**src/rtl/alu_cmd_sequencer.sv**
```systemverilog
// Initiator for the 4-bit ALU: takes commands over valid/ready, drives registered ALU pins,
// captures the ALU outputs one cycle later and queues them in a small response FIFO.
module alu_cmd_sequencer #(
  parameter int WIDTH     = 4,
  parameter int RSP_DEPTH = 2
) (
  input  logic             clk,
  input  logic             rst,
  input  logic             cmd_valid,
  output logic             cmd_ready,
  input  logic [2:0]       cmd_op,
  input  logic             cmd_acc,
  input  logic [WIDTH-1:0] cmd_a,
  input  logic [WIDTH-1:0] cmd_b,
  output logic [WIDTH-1:0] alu_a,
  output logic [WIDTH-1:0] alu_b,
  output logic [2:0]       alu_op,
  input  logic [WIDTH-1:0] alu_result,
  input  logic             alu_zero,
  input  logic             alu_overflow,
  output logic             rsp_valid,
  input  logic             rsp_ready,
  output logic [WIDTH-1:0] rsp_result,
  output logic             rsp_zero,
  output logic             rsp_overflow,
  output logic             rsp_illegal,
  output logic             busy
);

  localparam int PTR_W   = (RSP_DEPTH > 1) ? $clog2(RSP_DEPTH) : 1;
  localparam int CNT_W   = $clog2(RSP_DEPTH + 1);
  localparam int ENTRY_W = WIDTH + 3;
  localparam logic [CNT_W-1:0] DEPTH_C = CNT_W'(RSP_DEPTH);

  typedef enum logic {IDLE, EXEC} state_e;

  state_e             state_q, state_d;
  logic [WIDTH-1:0]   alu_a_q, alu_a_d;
  logic [WIDTH-1:0]   alu_b_q, alu_b_d;
  logic [2:0]         alu_op_q, alu_op_d;
  logic               illegal_q, illegal_d;
  logic [WIDTH-1:0]   acc_q, acc_d;
  logic [ENTRY_W-1:0] mem_q [RSP_DEPTH];
  logic [PTR_W-1:0]   wr_ptr_q, wr_ptr_d;
  logic [PTR_W-1:0]   rd_ptr_q, rd_ptr_d;
  logic [CNT_W-1:0]   count_q, count_d;

  logic               accept;
  logic               push;
  logic               pop;
  logic               op_legal;
  logic               op_has_ovf;
  logic [ENTRY_W-1:0] push_entry;
  logic [ENTRY_W-1:0] head_entry;

  always_comb begin
    op_legal   = (cmd_op == 3'b000) || (cmd_op == 3'b001) || (cmd_op == 3'b010) ||
                 (cmd_op == 3'b110) || (cmd_op == 3'b111);
    op_has_ovf = (alu_op_q == 3'b010) || (alu_op_q == 3'b110) || (alu_op_q == 3'b111);
  end

  always_comb begin
    state_d   = state_q;
    alu_a_d   = alu_a_q;
    alu_b_d   = alu_b_q;
    alu_op_d  = alu_op_q;
    illegal_d = illegal_q;
    cmd_ready = 1'b0;
    busy      = 1'b0;
    accept    = 1'b0;
    push      = 1'b0;
    case (state_q)
      IDLE: begin
        // Only accept when the response has a guaranteed slot; held low while in reset.
        cmd_ready = !rst && (count_q < DEPTH_C);
        accept    = cmd_valid && cmd_ready;
        if (accept) begin
          alu_a_d   = cmd_acc ? acc_q : cmd_a;
          alu_b_d   = cmd_b;
          alu_op_d  = cmd_op;
          illegal_d = !op_legal;
          state_d   = EXEC;
        end
      end
      EXEC: begin
        busy    = 1'b1;
        push    = 1'b1;
        state_d = IDLE;
      end
      default: state_d = IDLE;
    endcase
  end

  always_comb begin
    // Illegal opcodes still exercise the ALU pins but return a clean, tagged entry.
    if (illegal_q) begin
      push_entry = {{WIDTH{1'b0}}, 1'b0, 1'b0, 1'b1};
    end else begin
      push_entry = {alu_result, alu_zero, alu_overflow & op_has_ovf, 1'b0};
    end
    acc_d = (push && !illegal_q) ? alu_result : acc_q;
  end

  always_comb begin
    rsp_valid  = (count_q != '0);
    pop        = rsp_valid && rsp_ready;
    head_entry = rsp_valid ? mem_q[rd_ptr_q] : '0;
    wr_ptr_d   = push ? wr_ptr_q + PTR_W'(1) : wr_ptr_q;
    rd_ptr_d   = pop  ? rd_ptr_q + PTR_W'(1) : rd_ptr_q;
    count_d    = count_q;
    if (push && !pop) begin
      count_d = count_q + CNT_W'(1);
    end else if (pop && !push) begin
      count_d = count_q - CNT_W'(1);
    end
  end

  always_ff @(posedge clk or posedge rst) begin
    if (rst) begin
      state_q   <= IDLE;
      alu_a_q   <= '0;
      alu_b_q   <= '0;
      alu_op_q  <= '0;
      illegal_q <= 1'b0;
      acc_q     <= '0;
      wr_ptr_q  <= '0;
      rd_ptr_q  <= '0;
      count_q   <= '0;
    end else begin
      state_q   <= state_d;
      alu_a_q   <= alu_a_d;
      alu_b_q   <= alu_b_d;
      alu_op_q  <= alu_op_d;
      illegal_q <= illegal_d;
      acc_q     <= acc_d;
      wr_ptr_q  <= wr_ptr_d;
      rd_ptr_q  <= rd_ptr_d;
      count_q   <= count_d;
    end
  end

  always_ff @(posedge clk or posedge rst) begin
    if (rst) begin
      for (int i = 0; i < RSP_DEPTH; i++) begin
        mem_q[i] <= '0;
      end
    end else if (push) begin
      mem_q[wr_ptr_q] <= push_entry;
    end
  end

  assign alu_a        = alu_a_q;
  assign alu_b        = alu_b_q;
  assign alu_op       = alu_op_q;
  assign rsp_result   = head_entry[ENTRY_W-1:3];
  assign rsp_zero     = head_entry[2];
  assign rsp_overflow = head_entry[1];
  assign rsp_illegal  = head_entry[0];

endmodule

```
**config.mk**
```make
export PLATFORM = sky130hd
export DESIGN_NAME = alu_cmd_sequencer
export DESIGN_NICKNAME = d
export VERILOG_FILES = /design/src/rtl/alu_cmd_sequencer.sv
export SDC_FILE = /design/constraint.sdc
export NUM_CORES = 1
export LEC_CHECK = 0
export ABC_AREA = 1
export ABC_CLOCK_PERIOD_IN_PS = 1200
export CAP_MARGIN = 40
export CORE_AREA = 2 2 67 69
export DETAILED_ROUTE_END_ITERATION = 10
export DIE_AREA = 0 0 69 71
export MAX_ROUTING_LAYER = met4
export PLACE_DENSITY = 0.65
export SLEW_MARGIN = 25
export SYNTH_ARGS = -nofsm -noshare
export SYNTH_HDL_FRONTEND = slang
export SYNTH_SLANG_ARGS = --single-unit
```
**constraint.sdc**
```tcl
create_clock -name clk -period 1.2 [get_ports clk]
set_input_delay 0.3 -clock clk [delete_from_list [all_inputs] [get_ports clk]]
set_output_delay 0.3 -clock clk [all_outputs]
set_load 0.02 [all_outputs]
```
==> run_results.csv <==
group,metric,value,unit
final_layout,drive_above_1_share,41.22,%
global_route,gr-total-overflow,0,
routing,detail_route.vias_per_cell,4.653,
clock_network,cts.hold.buffers_added,0,
routing,drt_pre_antenna_iters,4,
clock_network,clock-sinks,35,
final_layout,antenna_cells,0,
critical_path,cp.required,0.90,ns
final_layout,multi_input_area,754.5,µm²
floorplan,design.core.area,4204,µm²
global_route,grt_max_degree,30,
synth,synth.largest_area_cell,"dfrtp_1",
power_and_ir_drop,power_switching,2666,µW
clock_network,cts_tree,"yes",
clock_network,ctsRootBufferMaster,"clkbuf_8",
synth,synthesis.area_per_instance,8.264,µm²
floorplan,die_area,4899,µm²
synth,ys_top_cells_by_count,"nand2_1, dfrtp_1, inv_1, nand3_1, o21ai_0",
floorplan,die_h,71,µm
synth,async_flop_share,100.0,%
power_and_ir_drop,switching_share,39.55,%
sta,period_needed,1.546,ns
sta,fin_skew,0.001669,ns
power_and_ir_drop,p_clk_share,14.0,%
clock_network,clk_pin_slew,0.07,ns
power_and_ir_drop,power,6741,µW
critical_path,setup.worst_path.end_class,"primary output",
power_and_ir_drop,comb_power_share,54.6,%
critical_path,crit_fanout,6,
global_route,grt.total_usage,17.57,%
routing,wl,3817,µm
routing,wl_per_cell,11.53,µm
floorplan,die_x,69,µm
critical_path,crit_chain,"buf_6 > buf_6 > a21oi_4 > buf_6",
synth,syn-cell-area,1612,µm²
sta,rsz0062_at_grt,"true",
final_layout,n_fill_cell,393,
synth,synth.area.top_cells,"dfrtp_1, nand2_1, nand3_1",
critical_path,reg2reg_to,"count_q[1]$_DFFE_PP0P_",
place,io_buffers,42,
synth,synth_seq_cells,35,
critical_path,path_buf_inv,3,
synth,synth_most_common_cell,"nand2_1",
clock_network,cts_buffers,5,
critical_path,start_kind,"flop",
clock_network,clockBufferDepth,2,
status,failed_checks,"negative setup slack",
routing,num_vias,1540,
synth,synth_top_area_share,54.35,%
sta,setup_ws,-0.3461,ns
place,place_hpwl,2657,µm
power_and_ir_drop,power_density,2592,nW/µm²
critical_path,crit_family,"flip-flops",
global_route,antenna_found_initial,0,
floorplan,initial_core_util,38.33,%
synth,syn_nets,218,
final_layout,finalNetCount,301,
critical_path,path_class,"flop to primary output",
power_and_ir_drop,ir_drop,1.252,mV
floorplan,io_pins,43,
place,pre_cts_ws,-0.6682,ns
power_and_ir_drop,power.internal,4075,µW
sta,fmax,646.8,MHz
place,gp_congestion,0.7479,
global_route,grt_pass1_wl,6679,µm
critical_path,cpMostUsedCell,"buf_6",
sta,finalSetupViolations,25,
sta,hold_viol,0,
clock_network,h-tree-depth,2,
global_route,grt_pass1_vias,1471,
worst_hold_path,hold_class,"input pin to async pin",
routing,drtIter0Drc,66,
power_and_ir_drop,pwr-share-seq,31.4,%
floorplan,num_rows,24,
critical_path,crit_slowest_cell,"dfrtp_2",
synth,yosysUniqueCellTypes,20,
critical_path,slowest_delay,0.46,ns
critical_path,r2r_setup_slack,-0.21,ns
sta,worst_slew_pin_slew,0.2362,ns
synth,synthCells,195,
final_layout,seq_area,879.6,µm²
critical_path,critical_path_arrival,1.25,ns
synth,ys_seq_area_share,54.35,%
critical_path,reg2regPathDepth,10,
synth,synth_edf_count,0,
sta,period_share,128.8,%
status,status,"finished with violations",
clock_network,clock_latency,0.29,ns
power_and_ir_drop,leakage,0.001320,µW
synth,ys_warn_count,0,
routing,drc_errors,0,
sta,relSlewSlack,84.09,%
routing,drtAntennaViolNets,0,
final_layout,area_growth,61.41,%
sta,final_max_slew_viol_count,0,
final_layout,final_core_util,61.88,%
flow_run,max-cap-violations,0,
critical_path,rr_startpoint,"count_q[1]$_DFFE_PP0P_",
synth,synth-main-ff-cell,"dfrtp_1",
==> sequential cells by signal, summed over array words and instances, names as in the netlist, 2 cells and up <==
signal   flops
acc_q        4
alu_a        4
alu_b        4
alu_op       3
count_q      2
mem_q       14
==> worst reg2reg max path, cell delays in order, from the launching register on <==
cell and delay [ns]:
dfrtp_2 0.42, inv_2 0.08, nand2_4 0.09, buf_4 0.15, buf_6 0.11, nand2_4 0.05
ha_4 0.20, inv_2 0.06, nand3_2 0.05, nand2_1 0.06, nand2_1 0.05
==> per-stage QoR <==
step	cell area, µm²	cells	setup TNS, ns	hold slack (ns)
6_report	2601	331	-3.564	0.2062
5_1_grt	2601	331	-5.122	0.2084
4_1_cts	2476	329	-3.206	0.2012
3_5_place_dp	2352	314	-9.358	0.4633
3_3_place_gp	2352	314	-8.962	0.4642
2_1_floorplan	1673	195	-0.1938	0.4096
==> per-layer routing <==
| metal | wire [µm] | global-route usage [%] |
|---|---|---|
| met2 | 1808 | 25.96 |
| met3 | 212 | 5.271 |
| met4 | 78 | 7.190 |
| met5 | 0 | - |
| met1 | 1718 | 22.63 |
==> layout make-up <==
cell class,count,share of cell area (%)
tap,52,2.501
timing repair buffer,81,27.61
clock buffer,8,3.848
multi-input combinational,136,29.00
sequential,35,33.81
inverter,19,3.223
==> what timing repair did <==
item                       4_1_cts  5_1_grt
pin swaps                       10       14
setup endpoints to repair       30       38
setup buffers                    8        3
gates resized for setup        117       37
==> cells by family after synthesis <==
kind of cell | Yosys count | synth area share [%]
compound gates | 21 | 6.521
fa+ha+maj | 1 | 0.7763
simple gates | 112 | 29.66
xor+xnor | 2 | 1.087
flops | 35 | 54.35
buf+inv | 24 | 7.608
==> power groups by stage <==
stage / clock (µW) / combinational, µW / sequential [µW]
6_report: 947 / 3680 / 2120
5_1_grt: 1030 / 4030 / 2180
4_1_cts: 980 / 3380 / 2070
3_5_place_dp: 0 / 3290 / 2090
3_3_place_gp: 0 / 3250 / 2070
2_1_floorplan: 0 / 1530 / 2260
==> placed cells by master (no fill, tap or decap) <==
| master | instances |
|---|---|
| inv_2 | 7 |
| nor2_1 | 2 |
| clkbuf_1 | 1 |
| o21ai_1 | 5 |
| nor3_4 | 1 |
| nand2_2 | 15 |
| nor2_4 | 2 |
| dfrtp_2 | 3 |
| inv_8 | 1 |
| nand3_4 | 1 |
| a21oi_2 | 5 |
| nand2_4 | 3 |
| nand4_1 | 1 |
| dfrtp_1 | 32 |
| xor2_2 | 1 |
| buf_8 | 2 |
| nand3_1 | 13 |
| dlygate4sd2_1 | 1 |
| buf_2 | 10 |
| xnor2_1 | 1 |
| inv_1 | 9 |
| nand2_1 | 73 |
| buf_4 | 32 |
| o21ai_2 | 3 |
| buf_6 | 15 |
| nand3_2 | 1 |
| a21oi_4 | 2 |
| clkdlybuf4s50_1 | 20 |
| buf_12 | 1 |
| ha_4 | 1 |
| o21ai_0 | 6 |
| inv_4 | 2 |
| clkbuf_8 | 7 |
==> how the worst max path moves through the flow <==
stage / cells after the start / slack, ns / endpoint / startpoint
2_1_floorplan: 8 / -0.04 / count_q[1]$_DFFE_PP0P_ / count_q[1]$_DFFE_PP0P_
6_report: 4 / -0.35 / rsp_result[3] / rd_ptr_q$_DFFE_PP0P_
3_5_place_dp: 3 / -0.67 / cmd_ready / rst
5_1_grt: 4 / -0.39 / rsp_result[3] / rd_ptr_q$_DFFE_PP0P_
4_1_cts: 4 / -0.36 / rsp_result[3] / rd_ptr_q$_DFFE_PP0P_
3_3_place_gp: 3 / -0.65 / cmd_ready / rst
Note: power is estimated with default switching activity, not from simulation.
